`src/rtl/sobel_pkg.sv`:
```
// Shared constants and FSM encoding for the Sobel edge-pixel UART transmitter.
package sobel_pkg;

    localparam int unsigned DATA_W           = 8;
    localparam int unsigned DEF_CLKS_PER_BIT = 5208;
    localparam int unsigned DEF_FIFO_DEPTH   = 16;

    typedef enum logic [1:0] {
        ST_IDLE  = 2'd0,
        ST_START = 2'd1,
        ST_DATA  = 2'd2,
        ST_STOP  = 2'd3
    } tx_state_t;

endpackage

```
`src/rtl/sobel_uart_tx_if.sv`:
```
// Pixel strobe in, serial line and status out, between edge-detect stage and UART.
interface sobel_uart_tx_if;
    import sobel_pkg::*;

    logic              pi_flag;
    logic [DATA_W-1:0] pi_data;
    logic              tx;
    logic              busy;
    logic              ovf;

    modport master (output pi_flag, output pi_data, input tx, input busy, input ovf);
    modport slave  (input pi_flag, input pi_data, output tx, output busy, output ovf);

endinterface

```
`src/rtl/sobel_sfifo.sv`:
```
// Register-based synchronous FIFO; a push into a full FIFO succeeds only alongside a pop.
module sobel_sfifo #(
    parameter int unsigned WIDTH = 8,
    parameter int unsigned DEPTH = 16
) (
    input  logic                       clk,
    input  logic                       rst,
    input  logic                       i_push,
    input  logic [WIDTH-1:0]           i_data,
    input  logic                       i_pop,
    output logic [WIDTH-1:0]           o_data,
    output logic [$clog2(DEPTH):0]     o_count,
    output logic                       o_full,
    output logic                       o_empty
);
    localparam int unsigned PTR_W = $clog2(DEPTH);
    localparam int unsigned CNT_W = PTR_W + 1;

    logic [WIDTH-1:0] r_mem [DEPTH];
    logic [PTR_W-1:0] r_wr_ptr;
    logic [PTR_W-1:0] r_rd_ptr;
    logic [CNT_W-1:0] r_count;
    logic             w_do_push;
    logic             w_do_pop;

    assign o_full    = (r_count == CNT_W'(DEPTH));
    assign o_empty   = (r_count == '0);
    assign w_do_pop  = i_pop && !o_empty;
    assign w_do_push = i_push && (!o_full || w_do_pop);
    assign o_data    = r_mem[r_rd_ptr];
    assign o_count   = r_count;

    always_ff @(posedge clk) begin
        if (rst) begin
            r_wr_ptr <= '0;
            r_rd_ptr <= '0;
            r_count  <= '0;
        end else begin
            if (w_do_push) r_wr_ptr <= r_wr_ptr + 1'b1;
            if (w_do_pop)  r_rd_ptr <= r_rd_ptr + 1'b1;
            r_count <= r_count + CNT_W'(w_do_push) - CNT_W'(w_do_pop);
        end
    end

    always_ff @(posedge clk) begin
        if (!rst && w_do_push) r_mem[r_wr_ptr] <= i_data;
    end

endmodule

```
`src/rtl/sobel_uart_tx.sv`:
```
// Buffers edge pixels and serialises them as 8N1 UART frames, LSB first.
module sobel_uart_tx import sobel_pkg::*; #(
    parameter int unsigned CLKS_PER_BIT = DEF_CLKS_PER_BIT,
    parameter int unsigned FIFO_DEPTH   = DEF_FIFO_DEPTH
) (
    input  logic            clk,
    input  logic            rst,
    sobel_uart_tx_if.slave  bus
);
    localparam int unsigned BAUD_W = (CLKS_PER_BIT > 1) ? $clog2(CLKS_PER_BIT) : 1;
    localparam int unsigned CNT_W  = $clog2(FIFO_DEPTH) + 1;
    localparam logic [BAUD_W-1:0] BAUD_LAST = BAUD_W'(CLKS_PER_BIT - 1);

    tx_state_t         r_state;
    tx_state_t         w_state_next;
    logic [BAUD_W-1:0] r_baud;
    logic [2:0]        r_bit;
    logic [DATA_W-1:0] r_shift;
    logic              r_tx;
    logic              r_busy;
    logic              r_ovf;

    logic [DATA_W-1:0] w_head;
    logic [CNT_W-1:0]  w_count;
    logic [CNT_W-1:0]  w_count_next;
    logic              w_full;
    logic              w_empty;
    logic              w_pop;
    logic              w_push_ok;
    logic              w_baud_wrap;

    sobel_sfifo #(
        .WIDTH (DATA_W),
        .DEPTH (FIFO_DEPTH)
    ) u_fifo (
        .clk     (clk),
        .rst     (rst),
        .i_push  (bus.pi_flag),
        .i_data  (bus.pi_data),
        .i_pop   (w_pop),
        .o_data  (w_head),
        .o_count (w_count),
        .o_full  (w_full),
        .o_empty (w_empty)
    );

    assign w_pop        = (r_state == ST_IDLE) && !w_empty;
    assign w_push_ok    = bus.pi_flag && (!w_full || w_pop);
    assign w_baud_wrap  = (r_baud == BAUD_LAST);
    assign w_count_next = w_count + CNT_W'(w_push_ok) - CNT_W'(w_pop);

    always_comb begin
        w_state_next = r_state;
        unique case (r_state)
            ST_IDLE:  if (!w_empty) w_state_next = ST_START;
            ST_START: if (w_baud_wrap) w_state_next = ST_DATA;
            ST_DATA:  if (w_baud_wrap && (r_bit == 3'd7)) w_state_next = ST_STOP;
            ST_STOP:  if (w_baud_wrap) w_state_next = ST_IDLE;
            default:  w_state_next = ST_IDLE;
        endcase
    end

    // tx is driven from the pre-edge state, so the line trails the FSM by one clock
    always_ff @(posedge clk) begin
        if (rst) begin
            r_state <= ST_IDLE;
            r_baud  <= '0;
            r_bit   <= '0;
            r_shift <= '0;
            r_tx    <= 1'b1;
            r_busy  <= 1'b0;
            r_ovf   <= 1'b0;
        end else begin
            r_state <= w_state_next;
            r_busy  <= (w_state_next != ST_IDLE) || (w_count_next != '0);
            if (bus.pi_flag && w_full && !w_pop) r_ovf <= 1'b1;
            unique case (r_state)
                ST_IDLE: begin
                    r_tx   <= 1'b1;
                    r_baud <= '0;
                    r_bit  <= '0;
                    if (w_pop) r_shift <= w_head;
                end
                ST_START: begin
                    r_tx   <= 1'b0;
                    r_baud <= w_baud_wrap ? '0 : r_baud + 1'b1;
                end
                ST_DATA: begin
                    r_tx   <= r_shift[0];
                    r_baud <= w_baud_wrap ? '0 : r_baud + 1'b1;
                    if (w_baud_wrap) begin
                        r_shift <= r_shift >> 1;
                        r_bit   <= r_bit + 1'b1;
                    end
                end
                ST_STOP: begin
                    r_tx   <= 1'b1;
                    r_baud <= w_baud_wrap ? '0 : r_baud + 1'b1;
                end
                default: r_tx <= 1'b1;
            endcase
        end
    end

    assign bus.tx   = r_tx;
    assign bus.busy = r_busy;
    assign bus.ovf  = r_ovf;

endmodule

```
`src/flat_wrapper.sv`:
```
// flat-port wrapper written by rule: the top's interface ports become plain ports
module sobel_uart_tx_flat import sobel_pkg::*;
#(
    parameter int unsigned CLKS_PER_BIT = DEF_CLKS_PER_BIT,
    parameter int unsigned FIFO_DEPTH   = DEF_FIFO_DEPTH
)
  (clk, rst, bus_pi_flag, bus_pi_data, bus_tx, bus_busy, bus_ovf);
  sobel_uart_tx_if bus_i ();
  input  logic clk;
  input  logic rst;
  input wire logic [$bits(bus_i.pi_flag)-1:0] bus_pi_flag;
  input wire logic [$bits(bus_i.pi_data)-1:0] bus_pi_data;
  output wire logic [$bits(bus_i.tx)-1:0] bus_tx;
  output wire logic [$bits(bus_i.busy)-1:0] bus_busy;
  output wire logic [$bits(bus_i.ovf)-1:0] bus_ovf;
  assign bus_i.pi_flag = bus_pi_flag;
  assign bus_i.pi_data = bus_pi_data;
  assign bus_tx = bus_i.tx;
  assign bus_busy = bus_i.busy;
  assign bus_ovf = bus_i.ovf;
  sobel_uart_tx #(.CLKS_PER_BIT(CLKS_PER_BIT), .FIFO_DEPTH(FIFO_DEPTH)) u_core (.clk(clk), .rst(rst), .bus(bus_i));
endmodule
```
`config.mk`:
```
export PLATFORM = sky130hd
export DESIGN_NAME = sobel_uart_tx_flat
export DESIGN_NICKNAME = d
export VERILOG_FILES = /design/src/rtl/sobel_pkg.sv /design/src/rtl/sobel_uart_tx_if.sv /design/src/rtl/sobel_sfifo.sv /design/src/rtl/sobel_uart_tx.sv /design/src/flat_wrapper.sv
export SDC_FILE = /design/constraint.sdc
export NUM_CORES = 1
export LEC_CHECK = 0
export CAP_MARGIN = 20
export CORE_MARGIN = 2
export CORE_UTILIZATION = 42
export DETAILED_ROUTE_END_ITERATION = 8
export GPL_TIMING_DRIVEN = 1
export MAX_ROUTING_LAYER = met4
export PLACE_DENSITY = 0.58
export SKIP_CTS_REPAIR_TIMING = 1
export SLEW_MARGIN = 10
export SYNTH_ARGS = -nofsm -noshare
export SYNTH_HDL_FRONTEND = slang
export SYNTH_HIERARCHICAL = 1
export SYNTH_SLANG_ARGS = --single-unit
```
`constraint.sdc`:
```
create_clock -name clk -period 4.05 [get_ports clk]
set_input_delay 1.0125 -clock clk [delete_from_list [all_inputs] [get_ports clk]]
set_output_delay 1.0125 -clock clk [all_outputs]
set_load 0.005 [all_outputs]
```
==> impl_results.md, run 1 <==
* Skew final at 0.0138 ns
* Clock sinks at 174
* Cts bufs inserted at 17
* Vias/cell at 5.33
* Post-synthesis cell area at 7360 µm²
* DR vias at 3973
* Max-cap check violation count at 0
* Crit-path max FO at 8
* DRC viols at 0
* Worst min-delay path class: reg -> reg
* Std-Cell Rows at 48
* Synth Warn # at 6
* Avg Cell Area, Syn at 15.2 µm²
* Die extent in y at 136 µm
* Vias in the first global route at 4110
* Post-layout min period at 3.61 ns
* Sequential area share after synthesis at 64.8%
* RSZ-0062 raised after global routing: false
* Placeable core area at 17200 µm²
* Final Cycle Share at 89.2%
* Gate Count Post-Synth at 483
* Clk buf depth at 2
* First-pass GRT wire length at 21.9 mm
* Clock Latency Late Sink at 0.42 ns
* Starting DRT DRC Count at 289
* Setup-failing EPs final at 0
* Seq cells post-synth at 174
* Commonest cells after routing, fill and taps aside: edfxtp_1 (128), nor2_1 (55), dfxtp_1 (45)
* CP Data Arrival Time at 3.96 ns
* Ports at 14
* Most common cell after layout, fill and taps aside: edfxtp_1
* CP Launch Type: register
* Final Hold Slack at 0.453 ns
* Util after Layout at 48.1%
* Crit Path Class: reg -> reg
* Final setup TNS at 0 ns
* Initial antenna violation count at 0
* Clock slew at reported path FFs at 0.07 ns
* Hpwl dp at 8.90 mm
* Final nets at 544
* Total grt overflow at 0
* DR WL/cell at 18.6 µm
* Unique cell type count in the Yosys netlist at 50
* Outcome: finished clean
* Gr usage total at 16.7%
* Post-synth EDFFs at 128
* Pin count of the biggest net entering global routing at 35
* GP Congestion at 0.777
* Synth top area share at 52.2%
* FILL cells at 1436
* Placed Cells at 713
* Async S/R FF share, synth at 0%
* Mapped Nets at 520
* Antenna diodes at 0
* Clock Root Buffer: clkbuf_16
* Remaining antenna violation count after routing at 0
* Final Hold Viols at 0
* Synth area leaders: edfxtp_1 (52%), dfxtp_1 (13%), mux4_2 (5.5%)
* Starting Density at 42.7%
* Maximum clock frequency at 277 MHz
* Htree depth at 4
* Die Width at 136 µm
* Layout Cells excl Fill at 745
* Main synth FF type: edfxtp_1
* Die Area at 18600 µm²
* Post-synth top area cell: edfxtp_1
* CTS tree: built
* I/O Buffers at 13
* Slew Limit Fails at 0
* Data required, critical path at 4.40 ns
* Worst relative slew slack at 32.1%
* Total power at 4.87 mW
* Ratio of cells with drive above 1 in the final layout at 13.7%
* Leakage Power at 2.88 nW
* Slew @ Worst Pin at 1.02 ns
* IR Drop Worst-Case VDD at 0.347 mV
* Area grow syn2layout at 12.7%
* Crit. End Element: register
* PwrDens at 587 nW/µm²
* Pre-antenna DRT Iters at 4
* WL final at 13.9 mm
layer usage:
| layer | track usage [%] | part of all wire (%) |
|---|---|---|
| met1 | 22.2 | 48 |
| met2 | 25.8 | 47 |
| met3 | 3.73 | 4.0 |
| met4 | 5.15 | 1.1 |
| met5 | - | 0 |
flip-flops by register name (all words and copies together), names as in the netlist, named ones only:
name,flops
u_core/u_fifo/r_wr_ptr,4
u_core/u_fifo/r_rd_ptr,4
u_core/r_baud,13
u_core/r_bit,3
u_core/bus.tx,1
u_core/u_fifo/r_mem,128
u_core/r_state,2
u_core/bus.ovf,1
u_core/bus.busy,1
u_core/u_fifo/o_count,5
u_core/r_shift,8
worst max-delay path, stage by stage (launching register included):
cell and delay [ns]:
dfxtp_1 0.34, inv_1 0.09, ha_1 0.17, or4b_1 0.53, inv_1 0.21, nand2b_1 0.17
inv_1 0.13, o21ai_1 0.37, ha_1 0.20, inv_1 0.05, ha_1 0.20, fa_1 0.41
a21oi_1 0.15, nor2_1 0.06, or3_1 0.33, a21oi_1 0.13
power by group:
part | leakage (nW) | internal (mW) | switching [mW]
Combinational | 1.07 | 0.550 | 0.594
Sequential | 1.53 | 2.03 | 0.143
Clock | 0.276 | 0.862 | 0.691
path summary, 6_finish.rpt:
kind	from	end	slack, ns	cells after the start
max	u_core/u_fifo/o_count[3]$_SDFF_PP0_	u_core/u_fifo/o_count[4]$_SDFF_PP0_	0.44	15
min	u_core/r_baud[0]$_SDFF_PP0_	u_core/r_baud[0]$_SDFF_PP0_	0.45	1
max reg2reg	u_core/u_fifo/o_count[3]$_SDFF_PP0_	u_core/u_fifo/o_count[4]$_SDFF_PP0_	0.44	15
min reg2reg	u_core/r_baud[0]$_SDFF_PP0_	u_core/r_baud[0]$_SDFF_PP0_	0.45	1
logic make-up (layout without fill, tap and decap cells):
| logic type | Yosys count | count (layout) | share of synthesized area (%) |
|---|---|---|---|
| adder cells (fa/ha/maj) | 26 | 26 | 4.63 |
| flip-flops | 174 | 174 | 64.8 |
| AO/OA/AOI/OAI | 52 | 52 | 5.00 |
| XOR/XNOR | 23 | 23 | 2.74 |
| buffers and inverters | 41 | 78 | 2.87 |
| multiplexers | 42 | 42 | 11.9 |
| AND/OR/NAND/NOR | 125 | 125 | 8.11 |
stage by stage:
stage | instance area [µm²] | setup WS [ns]
3_5_place_dp | 7730 | 0.443
5_1_grt | 8290 | 0.146
2_1_floorplan | 7360 | 0.699
6_report | 8290 | 0.436
4_1_cts | 8290 | 0.429
3_3_place_gp | 7730 | 0.504
Yosys cell counts (2+ instances only):
master,n
a21oi_1,9
a21o_1,3
buf_6,4
fa_1,2
o211ai_1,2
mux4_1,14
mux2i_1,9
nand2_1,27
mux4_2,18
a22oi_1,20
clkdlybuf4s25_2,3
a31oi_1,2
xor2_1,15
clkbuf_1,7
inv_1,20
nor2b_1,5
ha_1,24
nor2_1,55
and3_1,6
nand4_1,2
xnor2_1,8
o21ai_0,3
dfxtp_1,46
or2_2,3
buf_2,4
or3_1,5
edfxtp_1,128
nor3_1,4
nand3_1,7
buf_1,2
a211oi_1,7
area by class of cell:
type	count	area, µm²	share of cell area (%)
Clock buffer	19	433	5.22
Clock inverter	13	129	1.55
Inverter	20	75.1	0.905
Multi-Input combinational cell	268	2380	28.7
Sequential cell	174	4770	57.5
Tap cell	225	282	3.39
Timing Repair Buffer	26	228	2.75
(Power assumes the default switching activity.)
==> run 2: changes to the inputs <==
==> constraint.sdc (replaced) <==
create_clock -name clk -period 4.05 [get_ports clk]
set_input_delay 0.81 -clock clk [delete_from_list [all_inputs] [get_ports clk]]
set_output_delay 0.81 -clock clk [all_outputs]
set_load 0.005 [all_outputs]
==> impl_results.md, run 2 (synthesized netlist as in run 1, its figures left out) <==
* IR Drop Worst-Case VDD at 0.335 mV
* Std-Cell Rows at 48
* Most common cell after layout, fill and taps aside: edfxtp_1
* CP dominant cell by count: inv_1
* Sw Share at 30.0%
* Pre-antenna DRT Iters at 4
* CP Launch Type: register
* Die Width at 136 µm
* Placeable core area at 17200 µm²
* Cts bufs inserted at 17
* Crit-path leading delay family: simple AND/OR/NAND/NOR gates
* Starting Density at 42.7%
* Crit-path cells: inv_1 -> ha_1 -> or4b_1 -> inv_1 -> nand2b_1 -> inv_1 -> o21ai_1 -> ha_1 -> inv_1 -> ha_1 -> fa_1 -> a21oi_1 -> nor2_1 -> or3_1 -> a21oi_1
* Leakage Power at 2.84 nW
* Crit Path Class: reg -> reg
* Seq pwr share at 44.6%
* Die Area at 18600 µm²
* Maximum clock frequency at 276 MHz
* Data required, critical path at 4.41 ns
* First-pass GRT wire length at 21.7 mm
* Routed met2 length at 6.82 mm
* Ports at 14
* Final instance area at 8240 µm²
* Worst min-delay path class: reg -> reg
* Clock Latency Late Sink at 0.43 ns
* Worst R2R Path Depth at 15
* CP Data Arrival Time at 3.98 ns
* Crit-path slowest cell: or4b_1
* P_int at 3.39 mW
* R2R Setup Slk at 0.43 ns
* DRC viols at 0
* Final nets at 538
* RSZ-0062 raised after global routing: false
* PwrDens at 587 nW/µm²
* Area post-placement at 7690 µm²
* Clock sinks at 174
* Clock slew at reported path FFs at 0.07 ns
* Register area at 4770 µm²
* GP Congestion at 0.752
* Hpwl dp at 8.85 mm
* Area grow syn2layout at 12.0%
* Delay of the slowest critical-path stage at 0.54 ns
* Gr usage total at 16.7%
* Max reg flops at 128
* Commonest cells after routing, fill and taps aside: edfxtp_1 (128), nor2_1 (55), dfxtp_1 (45)
* Gate power share at 23.7%
* Worst relative slew slack at 37.4%
* WP buf/inv at 4
* DR vias at 3972
* I/O Buffers at 13
* DR WL/cell at 18.9 µm
* Final Hold Viols at 0
* Initial antenna violation count at 0
* Die extent in y at 136 µm
* Max-cap check violation count at 0
* Htree depth at 4
* CTS tree: built
* Clock Root Buffer: clkbuf_16
* Pin count of the biggest net entering global routing at 35
* Multi-input gate area at 2380 µm²
* Post-layout min period at 3.62 ns
* Switch Pwr at 1.45 mW
* Hold path cells at 1
* Clk buf depth at 2
* Reg with most FFs: u_core/u_fifo/r_mem
* Slew Limit Fails at 0
* Ratio of cells with drive above 1 in the final layout at 12.6%
* Final setup TNS at 0 ns
* Biggest regs: u_core/u_fifo/r_mem: 128 flops, u_core/r_baud: 13 flops, u_core/r_shift: 8 flops
* DRT met1 WL at 6.31 mm
* WL final at 14.0 mm
* Outcome: finished clean
* Vias/cell at 5.37
* Crit-path max FO at 8
* Starting DRT DRC Count at 220
* Max layer used: met4
* Util after Layout at 47.8%
* Total grt overflow at 0
* Setup-failing EPs final at 0
* Met3 WL at 696 µm
* Crit path depth at 15
* Slew @ Worst Pin at 0.937 ns
* FILL cells at 1448
* Vias in the first global route at 4002
* Antenna diodes at 0
* Final Cycle Share at 89.4%
* Crit. End Element: register
* Remaining antenna violation count after routing at 0
* Skew final at 0.0138 ns
* Clock share of power at 31.7%
## run 2: stage by stage
stage | std cells | hold slack [ns] | total power [mW] | setup WS, ns
floorplan | 483 | 0.413 | 3.07 | 0.699
global placement | 707 | 0.423 | 3.32 | 0.551
detailed placement | 707 | 0.433 | 3.35 | 0.437
CTS | 739 | 0.445 | 4.89 | 0.428
global route | 739 | 0.459 | 5.11 | 0.171
finish | 739 | 0.441 | 4.83 | 0.430
## run 2: path summary, 6_finish.rpt
path                                                     startpoint                                   to
worst max-delay path            u_core/u_fifo/o_count[3]$_SDFF_PP0_  u_core/u_fifo/o_count[4]$_SDFF_PP0_
worst max register to register  u_core/u_fifo/o_count[3]$_SDFF_PP0_  u_core/u_fifo/o_count[4]$_SDFF_PP0_
worst min register to register          u_core/r_baud[0]$_SDFF_PP0_          u_core/r_baud[0]$_SDFF_PP0_
worst min-delay path                    u_core/r_baud[0]$_SDFF_PP0_          u_core/r_baud[0]$_SDFF_PP0_
## run 2: per-layer routing
metal,vias to the layer above,global-route usage [%]
li1,1860,-
met1,1997,21.3
met2,100,26.4
met3,15,4.03
met4,0,5.56
met5,-,-
## run 2: cell type report
type / count / share of cell area [%]
inverters: 20 / 0.911
repair buffers: 20 / 2.22
well taps: 225 / 3.42
multi-input cells: 268 / 28.9
clock inverters: 14 / 1.52
flip-flops and latches: 174 / 57.8
clock buffers: 18 / 5.21
## run 2: power groups by stage
stage	Clock (mW)	Combinational, mW	Sequential [mW]
after global routing	1.65	1.27	2.18
final	1.53	1.15	2.16
after CTS	1.57	1.16	2.16
after floorplan	0	0.943	2.12
after detailed placement	0	1.15	2.20
after global placement	0	1.12	2.20
## run 2: worst register-to-register path: stages (launching register included)
cell and delay (ns):
dfxtp_1 0.35, inv_1 0.09, ha_1 0.16, or4b_1 0.54, inv_1 0.21, nand2b_1 0.17, inv_1 0.14, o21ai_1 0.36
ha_1 0.20, inv_1 0.04, ha_1 0.19, fa_1 0.41, a21oi_1 0.15, nor2_1 0.06, or3_1 0.35, a21oi_1 0.14
==> run 3: changes to the inputs <==
- REMOVE_ABC_BUFFERS: unset -> 1
==> impl_results.md, run 3 (synthesized netlist as in run 1, its figures left out) <==
* Cts bufs inserted at 17
* Max-cap check violation count at 0
* Ports at 14
* Initial antenna violation count at 0
* R2R Setup Slk at 0.42 ns
* DRC viols at 0
* Data required, critical path at 4.35 ns
* First-pass GRT wire length at 22.1 mm
* Pin count of the biggest net entering global routing at 35
* Clk buf depth at 2
* Pre-CTS setup slack at 0.407 ns
* Clock Latency Late Sink at 0.42 ns
* DR vias at 3972
* CP Launch Type: register
* Final setup TNS at 0 ns
* WL final at 13.8 mm
* Crit. End Element: register
* Maximum clock frequency at 276 MHz
* Post-layout min period at 3.63 ns
* Gr usage total at 16.8%
* Crit-path max FO at 8
* CP Data Arrival Time at 3.93 ns
* Starting DRT DRC Count at 283
* Antenna diodes at 0
* Crit Path Class: reg -> reg
* RSZ-0062 raised after global routing: false
* Final Hold Viols at 0
* Vias/cell at 5.36
* FILL cells at 1422
* Biggest regs: u_core/u_fifo/r_mem: 128 flops, u_core/r_baud: 13 flops, u_core/r_shift: 8 flops
* Final Cycle Share at 89.5%
* Worst relative slew slack at 27.4%
* Die Area at 18600 µm²
* Std-Cell Rows at 48
* Starting Density at 42.7%
* Clock Root Buffer: clkbuf_16
* Area grow syn2layout at 13.0%
* Pre-antenna DRT Iters at 5
* Htree depth at 4
* Placeable core area at 17200 µm²
* I/O Buffers at 13
* Max reg flops at 128
* GP Congestion at 0.772
* IR Drop Worst-Case VDD at 0.303 mV
* Hpwl dp at 8.84 mm
* Vias in the first global route at 3984
* Skew final at 0.0104 ns
* PwrDens at 598 nW/µm²
* Worst min-delay path class: reg -> reg
* Remaining antenna violation count after routing at 0
* Most common cell after layout, fill and taps aside: edfxtp_1
* Die extent in y at 136 µm
* DR WL/cell at 18.7 µm
* Die Width at 136 µm
* Worst setup margin at 0.425 ns
* Clock sinks at 174
* Clock slew at reported path FFs at 0.07 ns
* Leakage Power at 2.88 nW
* Slew @ Worst Pin at 1.08 ns
* Reg with most FFs: u_core/u_fifo/r_mem
* Final nets at 541
* Total grt overflow at 0
* Ratio of cells with drive above 1 in the final layout at 13.2%
* Commonest cells after routing, fill and taps aside: edfxtp_1 (128), nor2_1 (55), dfxtp_1 (45)
* Setup-failing EPs final at 0
* CTS tree: built
* Slew Limit Fails at 0
* Final Hold Slack at 0.442 ns
* Outcome: finished clean
==> run 3: stage by stage <==
stage	instance area [µm²]	cells	utilization, %	power [mW]
after detailed placement	7710	710	44.7	3.34
after global routing	8320	741	48.2	5.25
after floorplan	7220	462	-	3.02
after global placement	7710	710	44.7	3.32
after CTS	8320	741	48.2	5.03
final	8320	741	48.2	4.98
==> run 3: worst paths after layout <==
check / start / endpoint / cells after the start
worst min-delay path: u_core/r_baud[0]$_SDFF_PP0_ / u_core/r_baud[0]$_SDFF_PP0_ / 1
worst max-delay path: u_core/u_fifo/o_count[3]$_SDFF_PP0_ / u_core/bus.busy$_SDFF_PP0_ / 15
worst max register to register: u_core/u_fifo/o_count[3]$_SDFF_PP0_ / u_core/bus.busy$_SDFF_PP0_ / 15
worst min register to register: u_core/r_baud[0]$_SDFF_PP0_ / u_core/r_baud[0]$_SDFF_PP0_ / 1
==> run 3: where the power goes <==
part           switching, mW  leakage, nW  internal (mW)
Sequential             0.123         1.53           2.03
Combinational          0.586         1.06          0.556
Clock                  0.699        0.296          0.983
Total                   1.41         2.88           3.57
==> run 3: per-layer routing <==
layer  track usage (%)  wire, µm  vias up
li1                  -         -     1865
met1              22.3      6260     2001
met2              25.3      6620       90
met3              3.65       713       16
met4              6.54       230        0
met5                 -         0        -
==> run 3: final cells by class <==
cell class              instances  area [µm²]  share of cell area, %
flip-flops and latches        174        4770                   57.3
multi-input cells             268        2380                   28.6
clock buffers                  17         425                   5.12
well taps                     225         282                   3.39
repair buffers                 23         205                   2.47
clock inverters                14         181                   2.18
inverters                      20        75.1                  0.903
==> run 3: worst max-delay path: stages (launching register included) <==
cell and delay, ns:
dfxtp_1 0.35, inv_1 0.09, ha_1 0.16, or4b_1 0.53, inv_1 0.20, nand2b_1 0.17, inv_1 0.13, ha_1 0.31
inv_1 0.04, ha_1 0.20, fa_1 0.41, a21o_1 0.19, a21oi_1 0.16, xnor2_1 0.14, a31oi_1 0.10, or3_1 0.32
